==> src/rtl/wb_arbiter.sv <==
// Writeback arbiter: round-robin grant of ALU/LSU/MDU results into a registered
// register-file write port, plus a busy scoreboard for RAW/WAW issue stalls.
module wb_arbiter #(
  parameter int unsigned XLEN = 64,
  parameter int unsigned NREG = 32
) (
  input  logic                    i_clk,
  input  logic                    i_rst,
  input  logic                    i_alu_valid,
  output logic                    o_alu_ready,
  input  logic [$clog2(NREG)-1:0] i_alu_rd,
  input  logic [XLEN-1:0]         i_alu_data,
  input  logic                    i_lsu_valid,
  output logic                    o_lsu_ready,
  input  logic [$clog2(NREG)-1:0] i_lsu_rd,
  input  logic [XLEN-1:0]         i_lsu_data,
  input  logic                    i_mdu_valid,
  output logic                    o_mdu_ready,
  input  logic [$clog2(NREG)-1:0] i_mdu_rd,
  input  logic [XLEN-1:0]         i_mdu_data,
  input  logic                    i_iss_valid,
  input  logic [$clog2(NREG)-1:0] i_iss_rd,
  output logic                    o_iss_ready,
  input  logic [$clog2(NREG)-1:0] i_chk_rs1,
  input  logic [$clog2(NREG)-1:0] i_chk_rs2,
  output logic                    o_chk_busy1,
  output logic                    o_chk_busy2,
  output logic                    o_we,
  output logic [$clog2(NREG)-1:0] o_waddr,
  output logic [XLEN-1:0]         o_wdata
);

  localparam int unsigned RW = $clog2(NREG);

  logic [1:0]      r_rr;
  logic            r_we;
  logic [RW-1:0]   r_waddr;
  logic [XLEN-1:0] r_wdata;
  logic [NREG-1:0] r_busy;

  logic [2:0]      w_valid;
  logic [2:0]      w_gnt;
  logic            w_hs;
  logic [RW-1:0]   w_sel_rd;
  logic [XLEN-1:0] w_sel_data;
  logic [1:0]      w_rr_nxt;
  logic            w_iss_ready;
  logic            w_iss_acc;
  logic [NREG-1:0] w_busy_nxt;

  assign w_valid = {i_mdu_valid, i_lsu_valid, i_alu_valid};

  // Round-robin search starting at r_rr; nothing is granted while in reset.
  always_comb begin
    w_gnt = 3'b000;
    case (r_rr)
      2'd1: begin
        if      (w_valid[1]) w_gnt = 3'b010;
        else if (w_valid[2]) w_gnt = 3'b100;
        else if (w_valid[0]) w_gnt = 3'b001;
      end
      2'd2: begin
        if      (w_valid[2]) w_gnt = 3'b100;
        else if (w_valid[0]) w_gnt = 3'b001;
        else if (w_valid[1]) w_gnt = 3'b010;
      end
      default: begin
        if      (w_valid[0]) w_gnt = 3'b001;
        else if (w_valid[1]) w_gnt = 3'b010;
        else if (w_valid[2]) w_gnt = 3'b100;
      end
    endcase
    if (i_rst) w_gnt = 3'b000;
  end

  assign w_hs       = |w_gnt;
  assign w_sel_rd   = ({RW{w_gnt[0]}} & i_alu_rd) | ({RW{w_gnt[1]}} & i_lsu_rd)
                    | ({RW{w_gnt[2]}} & i_mdu_rd);
  assign w_sel_data = ({XLEN{w_gnt[0]}} & i_alu_data) | ({XLEN{w_gnt[1]}} & i_lsu_data)
                    | ({XLEN{w_gnt[2]}} & i_mdu_data);

  always_comb begin
    w_rr_nxt = r_rr;
    if      (w_gnt[0]) w_rr_nxt = 2'd1;
    else if (w_gnt[1]) w_rr_nxt = 2'd2;
    else if (w_gnt[2]) w_rr_nxt = 2'd0;
  end

  // During reset the scoreboard is being cleared, so issue is evaluated as free.
  assign w_iss_ready = i_rst | ~r_busy[i_iss_rd] | (i_iss_rd == RW'(0));
  assign w_iss_acc   = i_iss_valid & w_iss_ready & (i_iss_rd != RW'(0));

  // Clear on writeback first so a same-edge issue to that register wins.
  always_comb begin
    w_busy_nxt = r_busy;
    if (r_we) w_busy_nxt[r_waddr] = 1'b0;
    if (w_iss_acc) w_busy_nxt[i_iss_rd] = 1'b1;
    w_busy_nxt[0] = 1'b0;
  end

  always_ff @(posedge i_clk) begin
    if (i_rst) begin
      r_rr    <= 2'd0;
      r_we    <= 1'b0;
      r_waddr <= '0;
      r_wdata <= '0;
      r_busy  <= '0;
    end else begin
      r_rr   <= w_rr_nxt;
      r_busy <= w_busy_nxt;
      r_we   <= w_hs & (w_sel_rd != RW'(0));
      if (w_hs) begin
        r_waddr <= w_sel_rd;
        r_wdata <= w_sel_data;
      end
    end
  end

  assign o_alu_ready = w_gnt[0];
  assign o_lsu_ready = w_gnt[1];
  assign o_mdu_ready = w_gnt[2];
  assign o_iss_ready = w_iss_ready;
  assign o_chk_busy1 = r_busy[i_chk_rs1];
  assign o_chk_busy2 = r_busy[i_chk_rs2];
  assign o_we        = r_we;
  assign o_waddr     = r_waddr;
  assign o_wdata     = r_wdata;

endmodule

==> config.mk <==
export PLATFORM = sky130hd
export DESIGN_NAME = wb_arbiter
export DESIGN_NICKNAME = d
export VERILOG_FILES = /design/src/rtl/wb_arbiter.sv
export SDC_FILE = /design/constraint.sdc
export NUM_CORES = 1
export LEC_CHECK = 0
export ABC_AREA = 1
export BUFFER_PORTS_ARGS = -buffer_cell sky130_fd_sc_hd__buf_2
export CELL_PAD_IN_SITES_DETAIL_PLACEMENT = 2
export CELL_PAD_IN_SITES_GLOBAL_PLACEMENT = 2
export CORE_AREA = 8 8 182 184
export DETAILED_ROUTE_END_ITERATION = 10
export DIE_AREA = 0 0 190 192
export HOLD_SLACK_MARGIN = 0.15
export PLACE_DENSITY = 0.76
export SLEW_MARGIN = 25
export SYNTH_ARGS = -nofsm -noshare
export SYNTH_HDL_FRONTEND = slang
export SYNTH_SLANG_ARGS = --single-unit
==> constraint.sdc <==
create_clock -name i_clk -period 1.8 [get_ports i_clk]
set_clock_uncertainty 0.05 [all_clocks]
set_input_delay 0.09 -clock i_clk [delete_from_list [all_inputs] [get_ports i_clk]]
set_output_delay 0.09 -clock i_clk [all_outputs]
set_load 0.02 [all_outputs]
==> flow_summary.yaml, run 1 <==
status:
  status: "finished with violations"
  violations: "setup timing"
placed_design:
  place_hpwl_mm: 27.39
  dpl-instance-area_um2: 8541
  place_congestion: 0.8359
  port_buffers: 303
  place_ws_ps: -269.1
sta:
  finalWorstSetupSlack_ps: -796.4
  rsz0062_at_grt: "yes"
  slew_viol_final: 0
  period_share_pct: 144.2
  period_minus_slack_ps: 2596
  max_freq_mhz: 385.1
  hold_violations: 0
  finalSetupViolCount: 76
  worst_pin_slew_ps: 980.5
  slew_headroom_pct: 34.63
pwr:
  p_per_area_nw_per_um2: 591.2
  leakagePower_nw: 5.739
  peakVddDrop_uv: 456.6
worst_setup_path:
  worstPathArrival_ps: 2810
  cp_cell_sequence: "inv_2 > ha_4 > nand2_2 > o211ai_1 > nand3_2 > buf_6 > inv_8 > buf_12 > buf_16 > nand2_2 > nand2_2 > a21oi_1 > a21oi_2"
  critPathSlowestCell: "dfxtp_2"
  startpoint_type: "flip-flop"
  max_stage_delay_ps: 400
  cpMostUsedCell: "nand2_2"
  worstPathMaxFanout: 6
  path_class: "reg2reg"
  critPathCaptureType: "flip-flop"
  worst-endpoint-required_ps: 2020
grt:
  grt_pass1_vias: 11420
  grt_usage_pct: 29.25
  overflow: 0
  grt_pass1_wl_mm: 79.14
  grt_antenna_before_repair: 44
  grt_max_degree: 58
synthesis:
  synthMuxAreaShare_pct: 0
  yosys.area_share.simple_pct: 37.05
  synth_nets: 1196
  yosysSeqAreaShare_pct: 33.01
  synth_common_cells: "346 x nand2_1, 111 x a21oi_1, 103 x dfxtp_1"
  avgSynthCellArea_um2: 6.467
  synth_area_um2: 6247
  synth_cell_types: 30
  ys_warn_count: 0
  post-synth-top-area-cell: "dfxtp_1"
  async_reset_ff_share_pct: 0
  synth_most_common_cell: "nand2_1"
  synth_edf_count: 0
  synthXorXnorAreaFrac_pct: 0
  yosysTopAreaCellShare_pct: 33.01
  synth-seq-cells: 103
  synth_ff_type: "dfxtp_1"
  synth_adder_area_share_pct: 0.4006
  synth_compound_area_share_pct: 20.95
  synth_top_family_by_area: "simple AND/OR/NAND/NOR gates"
  synthTopCellsByArea: "dfxtp_1 33%, nand2_1 21%, a21oi_1 8.9%"
  syn-instance-count: 966
floorplanning:
  die_h_um: 192
  die-area_um2: 36480
  initial_core_util_pct: 20.69
  core-area_um2: 30190
  ioPinCount: 304
  row_count: 64
  die_w_um: 190
routing:
  drc: 0
  wirelength_mm: 67.34
  first_pass_iters: 5
  via_per_inst: 5.443
  ant_nets: 0
  drtIter0Drc: 744
  via_count: 10890
  wire_per_inst_um: 33.65
clock_tree:
  cts_tree: "yes"
  numCtsBuffers: 9
  clkSlewWorstSetupHoldPaths_ps: 110
  clock-root-buffer: "clkbuf_16"
  clock_latency_ps: 380
  clockBufferDepth: 2
  h-tree-depth: 3
  cts_sinks: 103
finish:
  syn_to_final_growth_pct: 110.3
  utilization_pct: 43.52
  final_area_um2: 13140
  final_nets: 1777
  layout-drive-gt1-share_pct: 47.10
hold_path:
  min_path_type: "in2reg"
run:
  cap_violations: 0
-- worst paths after layout --
check                           depth (start not counted)  slack (ps)        start     endpoint
worst max-delay path                                   13        -800      r_rr[0]  o_wdata[34]
worst min-delay path                                    6         240  i_iss_rd[3]   r_busy[16]
worst max register to register                         13        -800      r_rr[0]  o_wdata[34]
worst min register to register                          2         450   o_wdata[0]   o_wdata[0]
-- layout by cell type, fill, tap and decap left out, types with 5 or more instances in the layout --
cell	count
inv_1	42
nand2_2	59
a21oi_1	30
a21oi_2	95
nor3_1	10
dlygate4sd3_1	209
and3_4	28
o21ai_1	8
dfxtp_2	6
nand3_1	29
o21ai_0	56
a21oi_4	15
clkbuf_16	10
buf_6	21
nand3_2	31
nor2_1	71
o211ai_1	5
buf_2	296
nand2_4	36
buf_16	10
inv_2	5
buf_12	24
o221ai_1	8
dfxtp_1	90
buf_8	10
buf_4	50
diode_2	53
dfxtp_4	7
nand2_1	254
-- where the power goes --
group	switching (mW)	internal, mW
Clock	1.14	0.986
Sequential	0.183	2.41
Combinational	1.76	1.29
-- sequential cells by signal, summed over array words and instances (netlist names) --
signal,count
o_wdata,64
r_busy,31
r_rr,2
o_waddr,5
o_we,1
-- cells by family (layout without fill, tap and decap cells) --
logic type               after synthesis  in the layout
AO/OA/AOI/OAI                        228            228
adder cells (fa/ha/maj)                2              2
AND/OR/NAND/NOR                      528            528
other                                  0             53
buffers and inverters                105            691
flip-flops                           103            103
-- stage by stage --
step	TNS, ps	hold slack, ps	cells	power (mW)
3_5_place_dp	-14610	297.1	1674	4.145
5_1_grt	-40630	264.2	1992	7.904
3_3_place_gp	-5520	283.8	1674	4.094
4_1_cts	-7892	220.2	1936	6.989
6_report	-39380	242.2	2001	7.768
2_1_floorplan	-94.70	151.2	966	3.354
-- timing repair --
item / 4_1_cts / 5_1_grt
buffers inserted: 26 / 12
endpoints found under the setup margin: 78 / 80
hold buffers: 209 / 0
cloned: 12 / 1
resized for setup: 206 / 174
hold endpoints to repair: 71 / 0
pin swaps: 47 / 68
-- area by class of cell --
type | count | area (µm²)
Inverter | 52 | 220.2
Clock inverter | 7 | 76.32
Timing Repair Buffer | 623 | 5181
Tap cell | 396 | 495.5
Clock buffer | 9 | 225.2
Fill cell | 3397 | 17050
Multi-Input combinational cell | 758 | 4712
Sequential cell | 103 | 2096
Antenna cell | 53 | 132.6
-- layer usage --
metal,share of wire (%),track usage [%]
met4,9.6,21.02
met3,9.3,8.424
met2,45,47.97
met1,36,32.19
met5,0.25,0
-- critical path: cells and delay by family (launching register included) --
kind | cells | cell delay [ps]
adder cells (fa/ha/maj) | 1 | 310
AO/OA/AOI/OAI | 3 | 590
flip-flops | 1 | 400
AND/OR/NAND/NOR | 4 | 490
buffers and inverters | 5 | 640
Power figures use the tool's default switching activity.
==> run 2: changes to the inputs <==
--- a/config.mk
+++ b/config.mk
@@ -5,15 +5,14 @@
 export SDC_FILE = /design/constraint.sdc
 export NUM_CORES = 1
 export LEC_CHECK = 0
-export ABC_AREA = 1
 export BUFFER_PORTS_ARGS = -buffer_cell sky130_fd_sc_hd__buf_2
 export CELL_PAD_IN_SITES_DETAIL_PLACEMENT = 2
 export CELL_PAD_IN_SITES_GLOBAL_PLACEMENT = 2
-export CORE_AREA = 8 8 182 184
+export CORE_AREA = 8 8 169 171
 export DETAILED_ROUTE_END_ITERATION = 10
-export DIE_AREA = 0 0 190 192
+export DIE_AREA = 0 0 177 179
 export HOLD_SLACK_MARGIN = 0.15
-export PLACE_DENSITY = 0.76
+export PLACE_DENSITY = 0.74
 export SLEW_MARGIN = 25
 export SYNTH_ARGS = -nofsm -noshare
 export SYNTH_HDL_FRONTEND = slang
==> run 2 against run 1 <==
The run still ends with setup timing left. Sequential power grew 13%. Sequential cell count is the same. First-iteration DRC count grew 41%. Maximum frequency shrank 2.1%. Via count shrank 18%. Hold slack lost 84 ps. Register-to-register slack lost 60 ps. Final cell count shrank 25%. Combinational power grew 58%. Highest routed layer unchanged.
==> flow_summary.yaml, run 2 <==
floorplanning:
  ioPinCount: 304
  die_w_um: 177
  die-area_um2: 31680
  row_count: 59
  initial_core_util_pct: 22.63
  core-area_um2: 25760
  die_h_um: 179
synthesis:
  synth_adder_area_share_pct: 0.4293
  synth_area_um2: 5829
  yosys.area_share.simple_pct: 13.29
  synth_top_family_by_area: "compound AO/OA/AOI/OAI gates"
  synthXorXnorAreaFrac_pct: 0
  synth_edf_count: 0
  synth_nets: 810
  synthTopCellsByArea: "dfxtp_1 35%, a211oi_2 14%, a222oi_1 12%"
  synth_cell_types: 46
  async_reset_ff_share_pct: 0
  avgSynthCellArea_um2: 10.05
  synth-seq-cells: 103
  ys_warn_count: 0
  synth_most_common_cell: "dfxtp_1"
  syn-instance-count: 580
  synth_common_cells: "103 x dfxtp_1, 71 x nor2_1, 68 x a222oi_1"
  synthMuxAreaShare_pct: 10.37
  yosysTopAreaCellShare_pct: 35.37
  synth_compound_area_share_pct: 34.79
  yosysSeqAreaShare_pct: 35.37
  synth_ff_type: "dfxtp_1"
  post-synth-top-area-cell: "dfxtp_1"
finish:
  layout-drive-gt1-share_pct: 59.48
  largest_reg_flops: 64
  final_nets: 1376
  final_common_cell: "buf_2"
  utilization_pct: 46.41
  final_cell_mix: "296 x buf_2, 150 x dlygate4sd3_1, 102 x buf_4"
  final_cells: 1510
  syn_to_final_growth_pct: 105.1
  final_area_um2: 11960
clock_tree:
  clock_latency_ps: 360
  clkSlewWorstSetupHoldPaths_ps: 80
  clock-root-buffer: "clkbuf_16"
  h-tree-depth: 3
  numCtsBuffers: 9
  cts_sinks: 103
  clockBufferDepth: 2
  cts_tree: "yes"
routing:
  ant_nets: 0
  drc: 0
  wirelength_mm: 54.60
  first_pass_iters: 7
  via_count: 8958
  drtIter0Drc: 1046
  via_per_inst: 5.932
  wire_per_inst_um: 36.16
pwr:
  p_per_area_nw_per_um2: 821.2
  share_comb_of_total_power_pct: 48.9
  seq_power_share_pct: 30.0
  leakagePower_nw: 4.940
  clockPowerShare_pct: 21.1
  switchingPower_mw: 4.189
  swShare_pct: 42.66
  internal_power_mw: 5.630
  peakVddDrop_uv: 469.2
grt:
  grt_usage_pct: 25.15
  grt_antenna_before_repair: 14
  grt_max_degree: 45
  overflow: 0
  grt_pass1_vias: 9287
  grt_pass1_wl_mm: 60.36
placed_design:
  dpl-instance-area_um2: 8444
  place_hpwl_mm: 25.31
  dp_cells: 1268
  port_buffers: 303
  place_ws_ps: -729.9
  place_congestion: 0.8390
worst_setup_path:
  critPathCaptureType: "flip-flop"
  path_class: "reg2reg"
  worstPathMaxFanout: 6
  worstPathArrival_ps: 2800
  reg2reg_slack_ps: -850
  startpoint_type: "flip-flop"
  rr_endpoint: "o_we"
  worst-endpoint-required_ps: 1950
  reg2reg_depth: 9
  timing.rr.start: "r_rr[0]"
sta:
  finalWorstSetupSlack_ps: -853.5
  max_freq_mhz: 376.9
  period_share_pct: 147.4
  period_minus_slack_ps: 2653
  finalSetupViolCount: 99
  slew_viol_final: 0
  slew_headroom_pct: 41.51
  fin_setup_tns_ps: -52850
  rsz0062_at_grt: "yes"
  hold_violations: 0
  worst_pin_slew_ps: 877.4
hold_path:
  hp-start: "i_mdu_valid"
  holdPathEnd: "r_rr[1]"
  worstHoldPathCells: 4
  min_path_type: "in2reg"
status:
  violations: "setup timing"
  status: "finished with violations"
run:
  cap_violations: 0
[run 2: power by group through the flow]
| stage | registers, mW | clock network, mW | logic (mW) |
|---|---|---|---|
| after floorplan | 3.06 | 0 | 1.36 |
| after global placement | 2.79 | 0 | 2.71 |
| after detailed placement | 2.80 | 0 | 2.80 |
| after CTS | 2.80 | 2.00 | 3.77 |
| after global routing | 2.95 | 2.14 | 4.88 |
| final | 2.94 | 2.07 | 4.80 |
[run 2: per-layer routing]
metal | global-route usage, % | routed length, µm | up-vias
met4 | 13.49 | 4488 | 4
li1 | - | - | 3511
met2 | 45.94 | 27000 | 697
met1 | 25.92 | 18370 | 4476
met3 | 6.655 | 4716 | 270
met5 | 0 | 24 | -
[run 2: cells by family (layout without fill, tap and decap cells)]
| family | Yosys count | count (layout) |
|---|---|---|
| DFF | 103 | 103 |
| other | 0 | 25 |
| AOI/OAI and AO/OA | 211 | 211 |
| and+or+nand+nor | 161 | 161 |
| buffers and inverters | 68 | 638 |
| adders and majority gates | 2 | 2 |
| muxes | 35 | 35 |
[run 2: critical path: stages, from the launching register on]
cell	delay, ps
dfxtp_4	370
inv_2	40
ha_4	240
nor2b_4	140
o311a_4	430
buf_6	150
a222oi_1	560
buf_4	240
and3_4	180
nand3b_1	100
[run 2: area by class of cell]
| type | instances | area (µm²) |
|---|---|---|
| Inverter | 8 | 30.03 |
| Timing Repair Buffer | 615 | 5005 |
| Clock inverter | 5 | 43.79 |
| Sequential cell | 103 | 2074 |
| Clock buffer | 10 | 229.0 |
| Tap cell | 335 | 419.2 |
| Antenna cell | 25 | 62.56 |
| Fill cell | 2585 | 13810 |
| Multi-Input combinational cell | 409 | 4093 |
[run 2: worst max-delay path by stage]
stage,from,to,slack [ps],depth (start not counted)
floorplan,r_rr[0],o_wdata[0],-350,10
global placement,r_rr[0],o_we,-630,9
detailed placement,r_rr[0],o_we,-730,9
CTS,r_rr[0],o_we,-640,9
global route,r_rr[0],o_we,-890,10
finish,r_rr[0],o_we,-850,9
[run 2: per-stage QoR]
stage / total power [mW] / hold WS [ps]
finish: 9.818 / 158.5
global route: 9.969 / 195.0
CTS: 8.580 / 152.6
detailed placement: 5.604 / 321.4
global placement: 5.495 / 329.8
floorplan: 4.421 / 143.6
[run 2: timing repair]
| item | 4_1_cts | 5_1_grt |
|---|---|---|
| hold buffers | 150 | 0 |
| buffers inserted | 18 | 18 |
| cloned | 10 | 12 |
| pin swaps | 20 | 70 |
| resized for setup | 138 | 90 |
| setup endpoints to repair | 101 | 101 |
| hold endpoints to repair | 53 | 0 |
==> run 3: changes to the inputs <==
--- a/config.mk
+++ b/config.mk
@@ -12,7 +12,7 @@
 export DETAILED_ROUTE_END_ITERATION = 10
 export DIE_AREA = 0 0 177 179
 export HOLD_SLACK_MARGIN = 0.15
-export PLACE_DENSITY = 0.74
+export PLACE_DENSITY_LB_ADDON = 0.1
 export SLEW_MARGIN = 25
 export SYNTH_ARGS = -nofsm -noshare
 export SYNTH_HDL_FRONTEND = slang
==> run 3 against run 2 <==
Largest cell class unchanged. Hold slack improved by 2.2 ps. Critical path depth is 2 higher. Utilization is 1.0 points higher. Highest routed layer unchanged. Combinational power down 7.3%. The flow still finishes with violations (setup timing).
==> flow_summary.yaml, run 3 (same netlist as run 2, synthesis figures left out) <==
clock_tree:
  cts_tree: "yes"
  clockBufferDepth: 2
  clock_latency_ps: 360
  h-tree-depth: 3
  numCtsBuffers: 9
  cts_sinks: 103
  clock-root-buffer: "clkbuf_16"
  clkSlewWorstSetupHoldPaths_ps: 80
floorplanning:
  die_h_um: 179
  die-area_um2: 31680
  row_count: 59
  ioPinCount: 304
  die_w_um: 177
  core-area_um2: 25760
  initial_core_util_pct: 22.63
run:
  cap_violations: 0
placed_design:
  dp_cells: 1250
  place_congestion: 0.8167
  place_hpwl_mm: 23.15
  port_buffers: 303
  place_ws_ps: -624.5
sta:
  slew_viol_final: 0
  max_freq_mhz: 392.3
  hold_violations: 0
  period_minus_slack_ps: 2549
  slew_headroom_pct: 53.10
  finalSetupViolCount: 100
  rsz0062_at_grt: "yes"
  finalWorstSetupSlack_ps: -749.1
  worst_pin_slew_ps: 702.0
  period_share_pct: 141.6
finish:
  final_common_cell: "buf_2"
  syn_to_final_growth_pct: 109.5
  final_cells: 1525
  largest_reg_flops: 64
  layout-drive-gt1-share_pct: 59.25
  final_nets: 1403
  nFillCells: 2598
  final_cell_mix: "296 x buf_2, 178 x dlygate4sd3_1, 96 x buf_4"
routing:
  wirelength_mm: 40.90
  ant_nets: 0
  first_pass_iters: 7
  via_per_inst: 5.296
  drc: 0
  drtIter0Drc: 615
  wire_per_inst_um: 26.82
  via_count: 8077
worst_setup_path:
  crit_family: "compound AO/OA/AOI/OAI gates"
  cp.buffers_inverters: 5
  startpoint_type: "flip-flop"
  reg2reg_slack_ps: -750
  worstPathMaxFanout: 5
  cp_cell_sequence: "inv_2 > ha_4 > buf_6 > nor2b_4 > o311a_4 > buf_6 > buf_16 > a222oi_1 > buf_4 > and3_4 > nand3b_1"
  worstPathArrival_ps: 2740
  path_class: "reg2reg"
  reg2reg_depth: 11
  cp.depth: 11
  critPathCaptureType: "flip-flop"
  max_stage_delay_ps: 390
  cpMostUsedCell: "buf_6"
  critPathSlowestCell: "a222oi_1"
  worst-endpoint-required_ps: 1990
grt:
  grt_max_degree: 35
  grt_antenna_before_repair: 12
  overflow: 0
  grt_pass1_vias: 9633
  grt_pass1_wl_mm: 59.34
  grt_usage_pct: 24.56
pwr:
  leakagePower_nw: 5.074
  p_per_area_nw_per_um2: 758.6
  total_power_mw: 9.266
  peakVddDrop_uv: 367.2
status:
  violations: "setup timing"
  status: "finished with violations"
hold_path:
  min_path_type: "in2reg"
  worstHoldPathCells: 3
-- run 3: worst register-to-register path, cell delays in order (launching register included) --
cell and delay, ps:
dfxtp_2 350, inv_2 50, ha_4 220, buf_6 130, nor2b_4 120, o311a_4 390
buf_6 150, buf_16 130, a222oi_1 390, buf_4 210, and3_4 170, nand3b_1 80
-- run 3: cell type report --
type | instances | area [µm²] | area share [%]
Multi-Input combinational cell | 409 | 4156 | 34.03
Sequential cell | 103 | 2081 | 17.04
Clock buffer | 12 | 236.5 | 1.936
Antenna cell | 12 | 30.03 | 0.2459
Timing Repair Buffer | 642 | 5230 | 42.82
Clock inverter | 4 | 31.28 | 0.2561
Inverter | 8 | 30.03 | 0.2459
Tap cell | 335 | 419.2 | 3.432
-- run 3: layer usage --
metal  part of all wire, %  wire length [µm]  up-vias  GRT usage, %
met1                    37             15240     4071         25.60
met5                 0.093                38        -             0
met3                   5.4              2190      116         5.392
li1                      -                 -     3564             -
met2                    53             21540      320         45.94
met4                   4.6              1883        6         11.84
-- run 3: where the power goes --
group / total (mW) / internal (mW) / switching, mW
clock: 1.96 / 0.954 / 1.00
combinational: 4.45 / 2.16 / 2.29
sequential: 2.86 / 2.55 / 0.311
total: 9.27 / 5.67 / 3.60
-- run 3: what timing repair did --
item                                   CTS  global route
cloned                                  18             2
pin swaps                               34            43
hold buffers                           178             0
setup buffers                           43            21
resized for setup                      187            70
endpoints found under the hold margin   63             0
setup endpoints to repair               99           101
-- run 3: final timing paths --
path / startpoint / end
max: r_rr[0] / o_we
min: i_alu_data[29] / o_wdata[29]
max reg2reg: r_rr[0] / o_we
min reg2reg: o_wdata[60] / o_wdata[60]
-- run 3: stage by stage --
step	area (µm²)	setup TNS, ps	hold WS, ps	util (%)
CTS	11850	-47620	151.5	45.99
detailed placement	8322	-42960	410.8	32.30
floorplan	5937	-22210	143.6	-
global placement	8322	-34700	407.5	32.30
global route	12210	-59360	181.6	47.41
finish	12210	-51850	160.7	47.41
